**src/rtl/bias_sweep_seq.sv**
```systemverilog
// bias_sweep_seq: programmable hold/up/down/triangle bias sweep sequencer with start/abort/done handshake
module bias_sweep_seq #(
    parameter int IB_W = 8,
    parameter int IDAC_W = 4,
    parameter int DIODE_N = 8,
    parameter int RES_DIV = 1,
    parameter logic [IB_W-1:0] IB_INIT = 8'h7F,
    parameter logic [IDAC_W-1:0] IDAC_INIT = 6
) (
    input  logic               clk,
    input  logic               reset,
    input  logic               start,
    input  logic               abort,
    input  logic [1:0]         mode,
    input  logic [IB_W-1:0]    ib_lo,
    input  logic [IB_W-1:0]    ib_hi,
    input  logic [IB_W-1:0]    step,
    input  logic [15:0]        dwell,
    input  logic [DIODE_N-1:0] diode_mask,
    output logic [IB_W-1:0]    ib,
    output logic [IB_W-1:0]    ibf,
    output logic               res_n,
    output logic [DIODE_N-1:0] diode,
    output logic [IDAC_W-1:0]  idac_o,
    output logic               busy,
    output logic               done,
    output logic               err
);
    localparam int RW = $clog2(RES_DIV + 1);
    typedef enum logic [1:0] {IDLE, RUN, DONE} state_t;
    state_t state;
    logic rst_q, dir;
    logic [15:0] dcnt, dw_q;
    logic [IB_W-1:0] lo_q, hi_q, step_q, up_val, dn_val, next_ib;
    logic [1:0] mode_q;
    logic [RW-1:0] res_cnt;
    logic [IB_W:0] up_sum, dn_dif;
    logic cfg_bad, finish, flip;
    always_comb begin
        up_sum  = {1'b0, ib} + {1'b0, step_q};
        dn_dif  = {1'b0, ib} - {1'b0, step_q};
        up_val  = up_sum > {1'b0, hi_q} ? hi_q : up_sum[IB_W-1:0];
        dn_val  = (dn_dif[IB_W] || dn_dif[IB_W-1:0] < lo_q) ? lo_q : dn_dif[IB_W-1:0];
        flip    = mode_q == 2'd3 && !dir && ib == hi_q;
        next_ib = (dir || flip) ? dn_val : up_val;
        finish  = mode_q == 2'd0 || (mode_q == 2'd1 && ib == hi_q) ||
                  (mode_q[1] && dir && ib == lo_q);
        cfg_bad = ib_lo > ib_hi || (step == '0 && mode != 2'd0);
    end
    always_ff @(posedge clk or posedge reset) begin
        if (reset) rst_q <= 1'b1;
        else rst_q <= 1'b0;
    end
    // rst_q rises with reset and falls one clk after release, so the block stays in reset through that edge
    always_ff @(posedge clk or posedge rst_q) begin
        if (rst_q) begin
            state   <= IDLE;
            ib      <= IB_INIT;
            ibf     <= '0;
            res_n   <= 1'b1;
            diode   <= '1;
            idac_o  <= IDAC_INIT;
            busy    <= 1'b0;
            done    <= 1'b0;
            err     <= 1'b0;
            dir     <= 1'b0;
            dcnt    <= '0;
            dw_q    <= '0;
            lo_q    <= '0;
            hi_q    <= '0;
            step_q  <= '0;
            mode_q  <= '0;
            res_cnt <= '0;
        end else begin
            done <= 1'b0;
            err  <= 1'b0;
            case (state)
                IDLE: if (start && !abort) begin
                    if (cfg_bad) err <= 1'b1;
                    else begin
                        ib      <= mode == 2'd2 ? ib_hi : ib_lo;
                        ibf     <= '0;
                        dcnt    <= dwell == 16'd0 ? 16'd0 : dwell - 16'd1;
                        dw_q    <= dwell == 16'd0 ? 16'd0 : dwell - 16'd1;
                        diode   <= diode_mask;
                        dir     <= mode == 2'd2;
                        lo_q    <= ib_lo;
                        hi_q    <= ib_hi;
                        step_q  <= step;
                        mode_q  <= mode;
                        res_n   <= 1'b1;
                        res_cnt <= RW'(RES_DIV - 1);
                        busy    <= 1'b1;
                        state   <= RUN;
                    end
                end
                RUN: if (abort) begin
                    ib    <= IB_INIT;
                    res_n <= 1'b1;
                    busy  <= 1'b0;
                    state <= IDLE;
                end else begin
                    ibf     <= ibf + 1'b1;
                    res_cnt <= res_cnt == '0 ? RW'(RES_DIV - 1) : res_cnt - 1'b1;
                    res_n   <= res_cnt == '0 ? ~res_n : res_n;
                    dcnt    <= dcnt == 16'd0 ? dw_q : dcnt - 16'd1;
                    if (dcnt == 16'd0) begin
                        if (finish) begin
                            state  <= DONE;
                            done   <= 1'b1;
                            busy   <= 1'b0;
                            res_n  <= 1'b1;
                            idac_o <= idac_o + 1'b1;
                        end else begin
                            ib  <= next_ib;
                            dir <= dir | flip;
                        end
                    end
                end
                DONE: begin
                    state <= IDLE;
                    if (abort) ib <= IB_INIT;
                end
                default: state <= IDLE;
            endcase
        end
    end
endmodule

```
**config.mk**
```make
export PLATFORM = sky130hd
export DESIGN_NAME = bias_sweep_seq
export DESIGN_NICKNAME = d
export VERILOG_FILES = /design/src/rtl/bias_sweep_seq.sv
export SDC_FILE = /design/constraint.sdc
export NUM_CORES = 1
export LEC_CHECK = 0
export ABC_AREA = 1
export BUFFER_PORTS_ARGS = -buffer_cell sky130_fd_sc_hd__buf_2
export CAP_MARGIN = 20
export CORE_MARGIN = 5
export CORE_UTILIZATION = 43
export DETAILED_ROUTE_END_ITERATION = 10
export SLEW_MARGIN = 10
export SYNTH_ARGS = -nofsm -noshare
export SYNTH_HDL_FRONTEND = slang
export SYNTH_SLANG_ARGS = --single-unit
```
**constraint.sdc**
```tcl
create_clock -name clk -period 9 [get_ports clk]
set_clock_uncertainty 0.15 [all_clocks]
set_input_delay 1.35 -clock clk [delete_from_list [all_inputs] [get_ports clk]]
set_output_delay 1.35 -clock clk [all_outputs]
set_load 0.01 [all_outputs]
```
# [Word-level counts from Yosys, hierarchy flattened]
# Cells that the tools add are included.
[totals] mem_bits_ro=0 out_inout_bits=32 latchBits=0 mem_count=0 reg_bits=95 mem_bits_rw=0
[classes] n_reduce_logical=30 n_shift=0 n_mux=56 eq_ne=16 div_mod_pow=0 n_addsub=7 n_mul=0 bitwise=4 order_cmp=3
[op_table] cell="two-way mux 8 bit" n=13
[op_table] cell="two-way mux 16 bit" n=5
[op_table] cell="logical NOT 16 bit" n=2
[op_table] cell="case mux 16 bit (2 select lines)" n=1
[op_table] cell="subtractor 16 x 1 -> 16 bit, second input constant" n=2
[op_table] cell="two-way mux 1 bit" n=25
[op_table] cell="case mux 8 bit (3 select lines)" n=1
[op_table] cell="== test 8 bit" n=2
[op_table] cell="case mux 8 bit (2 select lines)" n=1
[op_table] cell="inequality test 2 bit, second input constant" n=6
[op_table] cell="AND reduction 4 bit" n=3
[op_table] cell="AND reduction 6 bit" n=2
[op_table] cell="two-way mux 2 bit" n=5
[op_table] cell="adder 8 x 8 -> 9 bit" n=1
[op_table] cell="greater-than comparator 9 x 8 -> 1 bit" n=1
[op_table] cell="inequality test 3 bit, second input constant" n=3
[op_table] cell="subtractor 8 x 8 -> 9 bit" n=1
[op_table] cell="adder 8 x 1 -> 8 bit, second input constant" n=1
[op_table] cell="greater-than comparator 8 bit" n=1
[op_table] cell="logical NOT 8 bit" n=1
[op_table] cell="< comparator 8 bit" n=1
[op_table] cell="case mux 1 bit (2 select lines)" n=4
[op_table] cell="logical AND 1 bit" n=7
[op_table] cell="== test 2 bit, second input constant" n=3
[op_table] cell="13 further kinds" n=24

# [Depth between registers and ports, before layout]
# Gate-level depths: netlist (run 1).
[logic_depth] ltp_word=9 ltp_mapped=25 depth_no_buf=24

# [Worst setup path after synthesis (run 1)]
# OpenSTA, ideal clock, no wires.
[synth_path] path_type="register to register" start="reg ib[0]" end="reg ib[6]" setup_ns=0.060 path_stages_with_launch=24 slack_ns=5.940 n_path_buf=0 required_ns=8.790 period_less_slack_ns=3.060 arrival_ns=2.850 cell_sequence="dfstp_2 inv_1 ha_1 fa_1 o21ai_2 nand2_1 nand3_1 nand2_1 nand2_1 inv_1 ha_1 nand2_1 o21a_1 nand2_1 nand2_2 inv_4 nand2_1 nand3_1 nand2_1 inv_1 nand2_1 nand2_1 nand2_1 nand2_1"
[synth_between] elab_chain_len=9 elab_cells_between_ends=22 classes_between="add/sub: 2; order compare: 2; eq/ne: 3; mux: 7; reduce/logical: 8"
[synth_rtl] element="from (decl)" line_no="20" text="output logic [IB_W-1:0] ib,"
[synth_rtl] element="from (signal assigned)" line_no="81" text="ib <= mode == 2'd2 ? ib_hi : ib_lo;"
[synth_rtl] element="from (signal assigned)" line_no="115" text="ib <= next_ib;"
[synth_rtl] element="subtractor 8 x 8 -> 9 bit" line_no="41" text="dn_dif = {1'b0, ib} - {1'b0, step_q};"
[synth_rtl] element="< comparator 8 bit" line_no="43" text="dn_val = (dn_dif[IB_W] || dn_dif[IB_W-1:0] < lo_q) ? lo_q : dn_dif[IB_W-1:0];"
[synth_rtl] element="logical OR 1 bit" line_no="43"
[synth_rtl] element="two-way mux 8 bit" line_no="43"
[synth_rtl] element="two-way mux 8 bit" line_no="45" text="next_ib = (dir || flip) ? dn_val : up_val;"
[synth_rtl] element="two-way mux 8 bit" line_no="108" text="if (finish) begin"
[synth_rtl] element="two-way mux 8 bit" line_no="107" text="if (dcnt == 16'd0) begin"
[synth_rtl] element="two-way mux 8 bit" line_no="97" text="RUN: if (abort) begin"
[synth_rtl] element="case mux 8 bit (3 select lines)" line_no="77" text="case (state)"
# Several ways; a longest one is shown, not always the timed one. The select of a mux whose other input is x is not followed.
# A chain may end at the register's enable or synchronous reset.

# [Worst setup path after layout (run 1)]
[layout_path] start="in ib_hi[1]" end="reg dir"
[layout_between] elab_chain_len=4
[layout_rtl] element="from (decl)" line_no="16" text="input logic [IB_W-1:0] ib_hi,"
[layout_rtl] element="greater-than comparator 8 bit" line_no="48" text="cfg_bad = ib_lo > ib_hi || (step == '0 && mode != 2'd0);"
[layout_rtl] element="logical OR 1 bit" line_no="48"
[layout_rtl] element="inequality test 2 bit (no line)"
[layout_rtl] element="AND reduction 6 bit (no line)"
[layout_rtl] element="to (signal assigned)" line_no="116" text="dir <= dir | flip;"
[layout_rtl] element="to (decl)" line_no="32" text="logic rst_q, dir;"
# Every way passes these cells.

==> results.md, run 1 <==
- Run status: finished, final reports clean
- Syn avg cell area: 7.21 µm²
- Peak-usage layer in the global routing report: met1
- Syn Std Cell Area: around 0.0070 mm²
- Max Cap Viol: 0
- Flops & latches, synth: 94
- Synthesis Warnings: 0
- CP required: roughly 9000 ps
- Total negative slack for setup checks: 0 ps
- Total CTS buffers: 9
- H-tree level count: 3
- Clock sink total: 94
- Post-synthesis async set-or-reset flop share: between 90% and 100%
- Global-route wire length before repair: a little over 30000 µm
- Clock slew at reported path FFs: around 70 ps
- Number of antenna violations at the first check in global routing: 0
- CP Class: input port to flop
- Fin. Hold Viols: 0
- Post-detailed-routing wire length: 18500 µm
- Cell with the most instances after synthesis: sky130_fd_sc_hd__nand2_1
- Remaining global-route overflow: 0
- Post-placement setup slack: 4580 ps
- Combinational power share: 60.7%
- GRT Resource Usage Total: around a fifth
- P&R area growth vs syn: 12.5%
- Grt met1 use: between 30% and 40%
- Layout Nets: between 1000 and 1500
- Endpoint of the most critical register-to-register path: ib[3]$_DFFE_PP1P_
- DRT antenna net count: 0
- Cell area reported after detailed placement: about 0.0076 mm²
- Layout cells sized above 1: between 15 and 20%
- Startpoint of the most critical register-to-register path: ib[0]$_DFFE_PP1P_
- Count of mapped cells out of synthesis: 970
- Vias in the first global route: about 6000
- Detail-routed via count per cell: about 5
- Gp weighted congestion: 0.876
- Number of detailed-routing iterations run before antenna repair: 4
- # Post-CTS Setup Buffers: 0
- Hold-fix buffers, CTS: 0
- Clock group share of total power: between 10% and 20%
- Tmin final: ~4100 ps
- Met3 GRT Util: under 10%
- Port-buffer cells: between 80 and 90
- Top FF cell, synth: sky130_fd_sc_hd__dfrtp_1
- Final std cell area, no fill: between 0.007 and 0.008 mm²
- Largest net degree at the start of global routing: between 70 and 80
- Post-CTS resize count: 0
- Remaining DRCs: 0
- Max Freq: approximately 250 MHz
- Buffers from clock root to sink, at most: 2
- Final-report setup violation count: 0
- Fraction of post-synthesis cell area in the top cell type by area: a little over a quarter
- Sequential cell area fraction in the yosys report: about a third
- Number of pins exceeding their max-slew limit in the final report: 0
- Maximum fanout along the worst path: 32
- Synth unique cells: 50
- Worst Reg-to-Reg Cells: 23
- Cell type with the highest aggregate area in the netlist: sky130_fd_sc_hd__dfrtp_1
- Post-route clock period utilization: between 40% and 50%
- Sequential Power Share: 26.0%
- Clock latency reported for the late side of the worst-skew pair: 360 ps
- Half-perimeter wire length after placement: ~14000 µm
- Arrival time at the worst endpoint: 4140 ps
- Reg2reg setup slack: 5480 ps
- Net switching power: ~1.6 mW
- RSZ-0062 raised after global routing: no
- Diodes inserted: 0
- Starting utilization of the core area: a little over two fifths
- Total of fill cells in the finished design: ~1700
- Die area: around 0.019 mm²
- Worst Setup End Kind: flop
- Post-Synthesis Net Count: 1073
- Cell at the root of the clock tree: sky130_fd_sc_hd__clkbuf_16
- CTS tree: yes
- Via count of the routed design: about 6300
- Routed wirelength normalized by instance count: around 15 µm
- Max-slew headroom at the worst pin: 35.8%
- Power density of the placed cells: between 300 and 400 mW/mm²
- First DRT Iteration DRCs: 401
- Die height: 138 µm
- LEAKAGE: ~4.0 nW
- Worst VDD drop: 165 µV
- Worst hold path type: flop to asynchronous set/reset pin
- Cell types with the largest area share after synthesis: sky130_fd_sc_hd__dfrtp_1 27%, sky130_fd_sc_hd__nand2_1 15%, sky130_fd_sc_hd__ha_1 8.4%, sky130_fd_sc_hd__dfstp_2 7.1%, sky130_fd_sc_hd__inv_1 6.3%
- Number of cell rows: 46
- Fraction of power spent switching nets: roughly half
- Kind of launch point of the worst setup path: input port
- Number of flops mapped to enable cells by yosys: 0
- Top post-synthesis cells by count: 282 x sky130_fd_sc_hd__nand2_1, 118 x sky130_fd_sc_hd__inv_1, 75 x sky130_fd_sc_hd__dfrtp_1
- Num ports: 86
- Area inside the core boundary: 0.0159 mm²
- Final setup margin: 4950 ps
- Internal power consumption: 1.53 mW
- Slew @ Worst Pin: slightly below 1000 ps
- Die width: approximately 140 µm
- Worst hold slack: 34.9 ps
- Met2 track demand over resource: 29.8%
==> critical path: stages <==
cell                      delay [ps]
sky130_fd_sc_hd__buf_2            90
sky130_fd_sc_hd__inv_1            50
sky130_fd_sc_hd__ha_1            300
sky130_fd_sc_hd__a21oi_1         160
sky130_fd_sc_hd__o21ai_1          80
sky130_fd_sc_hd__nand2_1          60
sky130_fd_sc_hd__nand3_1          80
sky130_fd_sc_hd__nand2_2         130
sky130_fd_sc_hd__nand4_4         350
sky130_fd_sc_hd__buf_4           370
sky130_fd_sc_hd__nand2_2         130
sky130_fd_sc_hd__nand2_2         350
sky130_fd_sc_hd__inv_2           390
sky130_fd_sc_hd__nand2_1         120
sky130_fd_sc_hd__nand2_1          70
sky130_fd_sc_hd__o21ai_1          50
==> layout by cell type (no fill, tap or decap), drive strengths merged, types with 14 or more instances in the layout <==
master  instances
a21oi          33
nor2           81
o22ai          14
clkbuf         14
inv           136
ha             47
xor2           28
nand3          38
buf            87
nand4          27
nor3           14
nand2         298
o21ai          79
dfstp          19
dfrtp          75
==> final cells by class <==
type | count | area (µm²) | share of cell area (%)
clock inverters | 2 | 38.8 | 0.493
clock buffers | 14 | 274 | 3.48
multi-input cells | 712 | 3950 | 50.2
flip-flops and latches | 94 | 2380 | 30.2
well taps | 216 | 270 | 3.43
repair buffers | 87 | 440 | 5.60
inverters | 137 | 519 | 6.60
==> worst max path at each step <==
| stage | from | endpoint | slack [ps] |
|---|---|---|---|
| 2_1_floorplan | ib[0]$_DFFE_PP1P_ | ib[6]$_DFFE_PP1P_ | 5940 |
| 3_3_place_gp | ib_hi[1] | dir$_DFFE_PP0P_ | 4620 |
| 3_5_place_dp | ib_hi[1] | dir$_DFFE_PP0P_ | 4580 |
| 4_1_cts | ib_hi[1] | dir$_DFFE_PP0P_ | 4940 |
| 5_1_grt | ib_hi[5] | ibf[2]$_DFFE_PP0P_ | 4680 |
| 6_report | ib_hi[1] | dir$_DFFE_PP0P_ | 4950 |
==> cells by family (layout without fill, tap and decap cells) <==
| group | after synthesis | after routing | share of synthesized area (%) |
|---|---|---|---|
| buffers and inverters | 164 | 240 | 9.54 |
| AND/OR/NAND/NOR | 467 | 467 | 29.9 |
| AO/OA/AOI/OAI | 155 | 155 | 12.6 |
| adder cells (fa/ha/maj) | 49 | 49 | 8.98 |
| other | 1 | 1 | 0.0536 |
| XOR/XNOR | 40 | 40 | 5.01 |
| flip-flops | 94 | 94 | 34.0 |
==> metal layers <==
layer	routed length (µm)	part of all wire [%]
met4	229	1.2
met1	9550	52
met2	7730	42
met3	982	5.3
met5	0	0
==> through the flow <==
stage / instances / power (mW) / util (%)
5_1_grt: 1262 / 3.44 / 49.4
3_5_place_dp: 1246 / 2.68 / 47.4
2_1_floorplan: 970 / 2.23 / -
4_1_cts: 1262 / 3.11 / 49.4
6_report: 1262 / 3.10 / 49.4
3_3_place_gp: 1246 / 2.68 / 47.4
==> power by group through the flow <==
stage | Clock (mW) | Sequential [mW] | Combinational, mW
2_1_floorplan | 0 | 0.769 | 1.46
3_3_place_gp | 0 | 0.809 | 1.87
3_5_place_dp | 0 | 0.806 | 1.87
4_1_cts | 0.423 | 0.803 | 1.89
5_1_grt | 0.439 | 0.831 | 2.16
6_report | 0.414 | 0.805 | 1.88
==> state kept, by name (all words and copies together) (netlist names) <==
name,cells
state,2
done,1
ibf,8
dcnt,16
dw_q,16
err,1
lo_q,8
res_n,1
idac_o,4
mode_q,2
hi_q,8
rst_q,1
step_q,8
ib,8
diode,8
busy,1
dir,1
No activity file was read; power rests on OpenSTA's default activity.
==> run 2, diff against run 1 <==
==> constraint.sdc (replaced) <==
create_clock -name clk -period 4 [get_ports clk]
set_clock_uncertainty 0.15 [all_clocks]
set_input_delay 0.6 -clock clk [delete_from_list [all_inputs] [get_ports clk]]
set_output_delay 0.6 -clock clk [all_outputs]
set_load 0.01 [all_outputs]
==> results.md, run 2 (same netlist as run 1, synthesis figures left out) <==
- Layout Nets: ~1100
- Largest net degree at the start of global routing: 46
- Routed wirelength normalized by instance count: between 10 and 15 µm
- Power density of the placed cells: 891 mW/mm²
- Most frequent CP cell: sky130_fd_sc_hd__nand2_1
- RSZ-0062 raised after global routing: no
- Run status: finished, final reports clean
- Tmin final: between 3000 and 4000 ps
- Biggest cell delay along the critical path: 590 ps
- CP required: about 4200 ps
- Sequential cell area: approximately 0.0024 mm²
- Vias in the first global route: a little under 6000
- Number of pins exceeding their max-slew limit in the final report: 0
- First DRT Iteration DRCs: just over 300
- Worst Reg-to-Reg Cells: 21
- Port-buffer cells: between 80 and 90
- Worst hold path type: input port to asynchronous set/reset pin
- Die area: roughly 0.019 mm²
- Clock slew at reported path FFs: roughly 70 ps
- Post-detailed-routing wire length: around 19000 µm
- Worst hold slack: about 82 ps
- Cells along the critical path: inv_1 > ha_1 > fa_1 > o21ai_2 > nand2_1 > nand3_1 > nand2_1 > nand2_1 > inv_1 > ha_1 > nand2_1 > o21a_1 > nand2_1 > nand2_2 > inv_4 > nand2_1 > a31oi_1 > nand2_1 > nand2_1 > nand2_1 > nand2_1
- Kind of cell adding the most delay to the critical path: adder cells
- Multi-input combinational cell area: 0.00395 mm²
- Endpoint of the most critical register-to-register path: ib[2]$_DFFE_PP1P_
- Post-CTS resize count: 0
- # Post-CTS Setup Buffers: 0
- Arrival time at the worst endpoint: 3640 ps
- H-tree level count: 3
- CP Buf/Inv Count: 3
- Clock sink total: 94
- Die height: 138 µm
- Number of standard cells in the layout, taps in and fillers out: 1267
- Worst Setup End Kind: flop
- DRT antenna net count: 0
- Most frequent cells in the layout: 282 x sky130_fd_sc_hd__nand2_1, 117 x sky130_fd_sc_hd__inv_1, 85 x sky130_fd_sc_hd__buf_2
- Gp weighted congestion: roughly 0.89
- Buffers from clock root to sink, at most: 2
- Total power of the final layout: 7.04 mW
- Max-slew headroom at the worst pin: around half
- Remaining DRCs: 0
- Cell count after placement: about 1300
- Kind of launch point of the worst setup path: flop
- Starting utilization of the core area: approximately 44%
- Number of detailed-routing iterations run before antenna repair: 5
- Final-report setup violation count: 0
- P&R area growth vs syn: 12.9%
- Total CTS buffers: 9
- Total of fill cells in the finished design: ~1600
- Maximum fanout along the worst path: 9
- Half-perimeter wire length after placement: around 14000 µm
- LEAKAGE: a little over 4 nW
- Cell area reported after detailed placement: 0.00759 mm²
- CP Class: flop to flop
- Final std cell area, no fill: 0.00790 mm²
- Reg2reg setup slack: about 510 ps
- Critical path's slowest cell: sky130_fd_sc_hd__dfstp_2
- Registers with the most flip-flops: dcnt: 16 flops, dw_q: 16 flops
- Slew @ Worst Pin: approximately 760 ps
- Total negative slack for setup checks: 0 ps
- Num ports: between 80 and 90
- Hold-fix buffers, CTS: 0
- Post-route clock period utilization: 87.2%
- GRT Resource Usage Total: roughly a fifth
- Cell at the root of the clock tree: sky130_fd_sc_hd__clkbuf_16
- Number of antenna violations at the first check in global routing: 0
- Max Freq: between 200 and 300 MHz
- Detail-routed via count per cell: between 4 and 5
- Max Cap Viol: 0
- Remaining global-route overflow: 0
- Diodes inserted: 0
- Clock latency reported for the late side of the worst-skew pair: 350 ps
- Most common cell after layout, fill and taps aside: sky130_fd_sc_hd__nand2_1
- Area inside the core boundary: approximately 0.016 mm²
- Die width: between 100 and 150 µm
- Startpoint of the most critical register-to-register path: ib[0]$_DFFE_PP1P_
- Fin. Hold Viols: 0
- Worst VDD drop: between 500 and 600 µV
- Layout cells sized above 1: about 18%
- Via count of the routed design: approximately 6300
- CTS tree: yes
- Global-route wire length before repair: roughly 31000 µm
- Number of cell rows: between 40 and 50
run 2: cell count changes in the layout (fill, tap and decap cells not counted):
cell | previous run | this run
sky130_fd_sc_hd__clkinv_2 | 0 | 1
sky130_fd_sc_hd__clkbuf_8 | 3 | 2
sky130_fd_sc_hd__buf_4 | 2 | 7
run 2: power by group:
group          switching, mW  leakage, nW  internal, mW
logic                   2.81         2.75          1.52
clock network          0.386        0.150         0.521
registers              0.402         1.15          1.40
total                   3.60         4.05          3.44
run 2: through the flow:
stage          setup WS [ps]  utilization (%)
6_report                 510             49.5
5_1_grt                  245             49.5
4_1_cts                  538             49.5
3_5_place_dp             577             47.6
3_3_place_gp             623             47.6
2_1_floorplan            940                -
run 2: worst max path at each step:
| stage | from | slack [ps] | cells after the start | end |
|---|---|---|---|---|
| floorplan | ib[0]$_DFFE_PP1P_ | 940 | 23 | ib[6]$_DFFE_PP1P_ |
| global route | ib[2]$_DFFE_PP1P_ | 250 | 23 | ib[2]$_DFFE_PP1P_ |
| detailed placement | ib[0]$_DFFE_PP1P_ | 580 | 21 | ib[2]$_DFFE_PP1P_ |
| finish | ib[0]$_DFFE_PP1P_ | 510 | 21 | ib[2]$_DFFE_PP1P_ |
| CTS | ib[0]$_DFFE_PP1P_ | 540 | 21 | ib[2]$_DFFE_PP1P_ |
| global placement | ib[0]$_DFFE_PP1P_ | 620 | 21 | ib[2]$_DFFE_PP1P_ |
run 2: layout make-up:
class / instances / share of cell area [%]
Multi-Input combinational cell: 712 / 50.0
Sequential cell: 94 / 30.1
Inverter: 137 / 6.57
Timing Repair Buffer: 92 / 6.05
Tap cell: 216 / 3.42
Clock buffer: 13 / 3.30
Clock inverter: 3 / 0.554
run 2: routing by layer:
layer  vias to the layer above  global-route usage (%)  wire (µm)
met3                        12                    3.54        903
met5                         -                       0          0
met4                         0                    4.49        181
met2                       131                    30.4       7860
met1                      2884                    31.0       9620
li1                       3282                       -          -
